[config.mk]
export PLATFORM = sky130hd
export DESIGN_NAME = uart_tx_serializer
export DESIGN_NICKNAME = d
export VERILOG_FILES = /design/src/rtl/uart_tx_serializer.sv
export SDC_FILE = /design/constraint.sdc
export NUM_CORES = 1
export LEC_CHECK = 0
export CORE_MARGIN = 2
export CORE_UTILIZATION = 45
export DETAILED_ROUTE_END_ITERATION = 6
export PLACE_DENSITY = 0.8
export SETUP_SLACK_MARGIN = 0.2
export SLEW_MARGIN = 20
export SYNTH_ARGS = -nofsm -noshare
export SYNTH_HDL_FRONTEND = slang
export SYNTH_SLANG_ARGS = --single-unit
export TNS_END_PERCENT = 10
[constraint.sdc]
create_clock -name clk -period 1.9 [get_ports clk]
set_input_delay 0.285 -clock clk [delete_from_list [all_inputs] [get_ports clk]]
set_output_delay 0.285 -clock clk [all_outputs]
set_load 0.02 [all_outputs]
[src/rtl/uart_tx_serializer.sv]
// UART transmit serializer: start bit, LSB-first data, optional parity, stop bits.
// Bit timing comes only from the external baud_tick strobe. All outputs are registered.
module uart_tx_serializer #(
    parameter int unsigned DATA_BITS = 8,
    parameter int unsigned STOP_BITS = 1
) (
    input  logic                 clk,
    input  logic                 rst,
    input  logic                 baud_tick,
    input  logic                 tx_valid,
    output logic                 tx_ready,
    input  logic [DATA_BITS-1:0] tx_data,
    input  logic                 parity_en,
    input  logic                 parity_odd,
    output logic                 tx,
    output logic                 tx_busy,
    output logic                 tx_done
);

    localparam int unsigned     CNT_W     = $clog2(DATA_BITS + 1);
    localparam logic [CNT_W-1:0] LAST_BIT  = CNT_W'(DATA_BITS - 1);
    localparam logic [1:0]       LAST_STOP = 2'(STOP_BITS - 1);

    typedef enum logic [2:0] {
        S_IDLE,
        S_ARM,
        S_START,
        S_DATA,
        S_PARITY,
        S_STOP
    } state_t;

    state_t                 r_state;
    logic [DATA_BITS-1:0]   r_shift;
    logic [CNT_W-1:0]       r_bit_cnt;
    logic [1:0]             r_stop_cnt;
    logic                   r_par_en;
    logic                   r_par_bit;
    logic                   r_tx;
    logic                   r_ready;
    logic                   r_busy;
    logic                   r_done;

    state_t                 w_state_nxt;
    logic [DATA_BITS-1:0]   w_shift_nxt;
    logic [CNT_W-1:0]       w_bit_cnt_nxt;
    logic [1:0]             w_stop_cnt_nxt;
    logic                   w_par_en_nxt;
    logic                   w_par_bit_nxt;
    logic                   w_tx_nxt;
    logic                   w_ready_nxt;
    logic                   w_busy_nxt;
    logic                   w_done_nxt;

    assign tx       = r_tx;
    assign tx_ready = r_ready;
    assign tx_busy  = r_busy;
    assign tx_done  = r_done;

    // State, datapath and output registers; outputs are precomputed from next state.
    always_ff @(posedge clk) begin
        if (rst) begin
            r_state    <= S_IDLE;
            r_shift    <= '0;
            r_bit_cnt  <= '0;
            r_stop_cnt <= '0;
            r_par_en   <= 1'b0;
            r_par_bit  <= 1'b0;
            r_tx       <= 1'b1;
            r_ready    <= 1'b1;
            r_busy     <= 1'b0;
            r_done     <= 1'b0;
        end else begin
            r_state    <= w_state_nxt;
            r_shift    <= w_shift_nxt;
            r_bit_cnt  <= w_bit_cnt_nxt;
            r_stop_cnt <= w_stop_cnt_nxt;
            r_par_en   <= w_par_en_nxt;
            r_par_bit  <= w_par_bit_nxt;
            r_tx       <= w_tx_nxt;
            r_ready    <= w_ready_nxt;
            r_busy     <= w_busy_nxt;
            r_done     <= w_done_nxt;
        end
    end

    // Next-state sequencing: each baud_tick closes the current bit period.
    always_comb begin
        w_state_nxt    = r_state;
        w_shift_nxt    = r_shift;
        w_bit_cnt_nxt  = r_bit_cnt;
        w_stop_cnt_nxt = r_stop_cnt;
        w_par_en_nxt   = r_par_en;
        w_par_bit_nxt  = r_par_bit;
        w_done_nxt     = 1'b0;
        w_tx_nxt       = 1'b1;

        case (r_state)
            S_IDLE: begin
                if (tx_valid && r_ready) begin
                    w_shift_nxt   = tx_data;
                    w_par_en_nxt  = parity_en;
                    w_par_bit_nxt = (^tx_data) ^ parity_odd;
                    w_state_nxt   = S_ARM;
                end
            end
            S_ARM: begin
                // A tick in the accept cycle was seen in IDLE, so it never reaches here.
                if (baud_tick) begin
                    w_state_nxt = S_START;
                end
            end
            S_START: begin
                if (baud_tick) begin
                    w_state_nxt   = S_DATA;
                    w_bit_cnt_nxt = '0;
                end
            end
            S_DATA: begin
                if (baud_tick) begin
                    w_shift_nxt   = r_shift >> 1;
                    w_bit_cnt_nxt = r_bit_cnt + CNT_W'(1);
                    if (r_bit_cnt == LAST_BIT) begin
                        if (r_par_en) begin
                            w_state_nxt = S_PARITY;
                        end else begin
                            w_state_nxt    = S_STOP;
                            w_stop_cnt_nxt = '0;
                        end
                    end
                end
            end
            S_PARITY: begin
                if (baud_tick) begin
                    w_state_nxt    = S_STOP;
                    w_stop_cnt_nxt = '0;
                end
            end
            S_STOP: begin
                if (baud_tick) begin
                    if (r_stop_cnt == LAST_STOP) begin
                        w_state_nxt = S_IDLE;
                        w_done_nxt  = 1'b1;
                    end else begin
                        w_stop_cnt_nxt = r_stop_cnt + 2'd1;
                    end
                end
            end
            default: begin
                w_state_nxt = S_IDLE;
            end
        endcase

        case (w_state_nxt)
            S_START:  w_tx_nxt = 1'b0;
            S_DATA:   w_tx_nxt = w_shift_nxt[0];
            S_PARITY: w_tx_nxt = w_par_bit_nxt;
            default:  w_tx_nxt = 1'b1;
        endcase

        w_ready_nxt = (w_state_nxt == S_IDLE);
        w_busy_nxt  = (w_state_nxt != S_IDLE);
    end

endmodule

== Word-level counts from Yosys, hierarchy flattened ==
Index checks and enable logic that the tools add are counted.
Cells by class
  $add $sub $neg: 2
  eq/ne operators: 17
  mux-type cells: 27
  bitwise gates (word level): 3
  reduce and logical (&&, ||, !) cells: 14
Operators with widths (number)
  3-bit two-way mux: 8
  3-bit one-hot mux with 6 select lines: 1
  8-bit two-way mux: 2
  2-bit inequality test, second input constant: 8
  8-bit one-hot mux with 2 select lines: 1
  3-bit by 2-bit equality test with 1-bit output, second input constant: 4
  2-bit two-way mux: 6
  3-bit equality test, second input constant: 3
  4-bit two-way mux: 2
  4-bit one-hot mux with 2 select lines: 1
  8-bit XOR reduction: 1
  7-bit AND reduction: 1
  3-bit zero test: 2
  2-bit one-hot mux with 3 select lines: 1
  3-bit AND reduction: 2
  3-bit nonzero test: 2
  4-bit by 1-bit adder with 4-bit output, second input constant: 1
  4-bit by 3-bit equality test with 1-bit output, second input constant: 1
  1-bit two-way mux: 4
  2-bit nonzero test: 2
  3-bit by 1-bit equality test with 1-bit output, second input constant: 1
  1-bit one-hot mux with 3 select lines: 1
  3-bit OR reduction: 1
  2-bit by 1-bit adder with 2-bit output, second input constant: 1
  other kinds (5): 6
Word-level totals
  flip-flop bits (word level): 23
  input bits: 14
  word-level logic and storage cells: 74

== Depth between registers and ports, before layout ==
  word-level depth: 6
  mapped depth: 6

== Worst setup path before layout ==
No wires, ideal clock.
  path kind: register to register
  start: register r_bit_cnt[0]
  end: register r_ready, in the netlist tx_ready
  setup time: 114 ps
  arrival time: 1594 ps
  data required time: 1786 ps
  slack: 192 ps
  stages on the path, launching flop included: 6
  period minus slack after synthesis: 1708 ps
  cell sequence: dfxtp_1 -> ha_1 -> and3b_4 -> a31o_1 -> mux4_2 -> a21o_1
On the way
  cells in the longest elaborated chain, start to end: 5
RTL lines
  start, declared: RTL line 35  | logic [CNT_W-1:0] r_bit_cnt;
  start signal, assigned: RTL line 76  | r_bit_cnt <= w_bit_cnt_nxt;
  4-bit by 3-bit equality test with 1-bit output: RTL line 123  | if (r_bit_cnt == LAST_BIT) begin
  3-bit two-way mux: RTL line 123
  3-bit two-way mux: RTL line 120  | if (baud_tick) begin
  3-bit one-hot mux with 6 select lines: RTL line 98  | case (r_state)
  3-bit zero test: RTL line 161  | w_ready_nxt = (w_state_nxt == S_IDLE);
  end signal, assigned: RTL line 81  | r_ready <= w_ready_nxt;
  end, declared: RTL line 40  | logic r_ready;
No other way between the ends.
A chain may end at the register's enable or synchronous reset.

== Worst setup path in the final report ==
Same ends and word-level chain as after synthesis.

==> flow_metrics.tcl <==
set metrics [dict create \
    final_cell_mix "21 x dfxtp_1, 18 x a21oi_1, 17 x clkdlybuf4s50_1" \
    hold_violations 0 \
    core_um2 2500 \
    drv_slew 0 \
    cts_buffer_depth 2 \
    ys.flop_type "dfxtp_1" \
    slew_headroom_pct 77.8 \
    vias_per_cell 5.67 \
    hold_ws_ps 468 \
    synth_cells 132 \
    nNetsFinal 176 \
    ant_nets 0 \
    post-route-period-util_pct 90.2 \
    cp_max_fo 4 \
    worst_pin_slew_ps 333 \
    drt_first_pass_iters 4 \
    grt_overflow 0 \
    worstSetupPathType "reg -> reg" \
    outcome "complete, no violations" \
    ys_warn_count 0 \
    grt_pass1_wl_um 4620 \
    sw_frac_of_total_pct 28.3 \
    layout_commonest_cell "dfxtp_1" \
    drc_errors 0 \
    start_kind "flop" \
    synthTopCellsByArea "dfxtp_1 39%, a21oi_1 8.0%, a22oi_1 3.8%" \
    gp_congestion 0.917 \
    dpl.hpwl_um 1980 \
    synth.net_count 148 \
    hold_buffers 0 \
    cp_data_required_time_ps 2130 \
    leakagePower_uw 0.000565 \
    p_sw_uw 283 \
    cp.arrival_ps 1940 \
    ioPinCount 18 \
    cp_slowest_cell "mux4_2" \
    cts_made_buffers 3 \
    antenna_found_initial 0 \
    synth_top_area_share_pct 38.5 \
    clock_sinks 23 \
    initial_core_util_pct 47.8 \
    clkLatencyLatePin_ps 320 \
    fillCellCount 220 \
    dieHeight_um 55.5 \
    slowest_delay_ps 520 \
    yosysSeqAreaShare_pct 38.5 \
    vias 1072 \
    cts-root-buf "clkbuf_4" \
    rsz0062_at_grt "true" \
    drt_iter0_markers 17 \
    area_delta_synth_final_pct 25.9 \
    num_antenna_cells 0 \
    synth_top_cell_by_area "dfxtp_1" \
    wl_per_cell_um 14.2 \
    powerDensity_nw_per_um2 665 \
    fmax_ghz 0.584 \
    grt_usage_pct 19.1 \
    yosys_register_bits 23 \
    pwr-share-seq_pct 53.3 \
    p_int_uw 717 \
    power.total_uw 1000 \
    synth.avg_cell_area_um2 9.05 \
    drive_above_1_share_pct 16.4 \
    endpoint_kind "flop" \
    port_buffers 17 \
    dieArea_um2 3080 \
    clkTransAtPathRegs_ps 120 \
    grt_max_degree 23 \
    syn-cell-area_um2 1190 \
    cp_cell_sequence "ha_4, and3b_4, a31o_1, mux4_2, a21o_1" \
    async_reset_ff_share_pct 0 \
    ir_worst_vdd_mv 0.587 \
    synth_edf_count 0 \
    grt_pass1_vias 1041 \
    dieWidth_um 55.5 \
    comb_power_share_pct 23.5 \
    min_period_ps 1710 \
    ys_types 43 \
    dpl.cell_count 181 \
    routed_wl_um 2690 \
    fin_skew_ps 1.76 \
    hold_class "reg -> reg" \
    fin_cells 189 \
    htree_levels 1 \
    setup_violations 0 \
    cts_tree "yes" \
    max-cap-violations 0 \
    p_clk_share_pct 23.2 \
    rows 18 \
]
critical path: cells and delay by family (launching register included):
family / cells / cell delay (ps)
muxes: 1 / 520
AOI/OAI and AO/OA: 2 / 380
DFF: 1 / 360
and+or+nand+nor: 1 / 200
adders and majority gates: 1 / 160
power groups by stage:
stage	Sequential [µW]	Combinational (µW)	Clock, µW
floorplan	544	140	0
global placement	542	223	0
detailed placement	543	231	0
CTS	533	233	238
global route	537	256	256
finish	533	235	232
metal layers:
metal / routed length (µm) / global-route usage (%)
met5: 0 / 0
met4: 61 / 10.1
met3: 55 / 3.04
met2: 1340 / 30.6
met1: 1240 / 24.5
path summary, 6_finish.rpt:
kind	start	endpoint	slack (ps)	cells after the start
setup / recovery	r_bit_cnt[0]	tx_ready	190	5
hold / removal	r_shift[2]	r_shift[2]	470	2
setup reg to reg	r_bit_cnt[0]	tx_ready	190	5
hold reg to reg	r_shift[2]	r_shift[2]	470	2
timing repair:
action,CTS,global route
setup buffers,4,0
pin swaps,2,0
gates resized for setup,3,1
setup endpoints to repair,5,10
synthesized netlist by cell type (2+ instances only):
cell,instances
a21oi_1,19
inv_1,10
nor3b_1,2
dfxtp_1,23
and3b_1,2
buf_2,3
ha_1,2
a21o_1,2
nor2_1,7
clkbuf_1,2
o21ai_0,3
and3_1,2
xnor2_1,4
a211oi_1,3
nand3_1,3
nand2_1,12
a32oi_1,2
a22oi_1,6
flip-flops by register name, summed over array words and instances, names as in the netlist:
signal	cells
r_shift	8
r_bit_cnt	4
r_state	3
r_stop_cnt	2
r_par_bit	1
r_par_en	1
tx	1
tx_busy	1
tx_done	1
tx_ready	1
cell families after synthesis:
| group | count (synthesis) | share of synthesized area, % |
|---|---|---|
| adder cells (fa/ha/maj) | 2 | 2.09 |
| AND/OR/NAND/NOR | 39 | 19.2 |
| XOR/XNOR | 6 | 5.55 |
| AO/OA/AOI/OAI | 44 | 26.2 |
| flip-flops | 23 | 38.5 |
| multiplexers | 1 | 1.88 |
| buffers and inverters | 17 | 6.60 |
area by class of cell:
cell class              count  area (µm²)  share of cell area (%)
inverters                  10        37.5                    2.50
repair buffers             30         268                    17.8
multi-input cells          92         672                    44.7
flip-flops and latches     23         463                    30.8
well taps                  30        37.5                    2.50
clock buffers               4        26.3                    1.75
stage by stage:
step	TNS, ps	util, %	worst slack [ps]	instance area (µm²)
after floorplan	0	-	224	1200
after global placement	-34.9	57.3	-19.7	1430
after detailed placement	-257	57.3	-72.0	1430
after CTS	0	60.0	197	1500
after global routing	0	60.2	123	1500
final	0	60.2	187	1500
(Power assumes the default switching activity.)
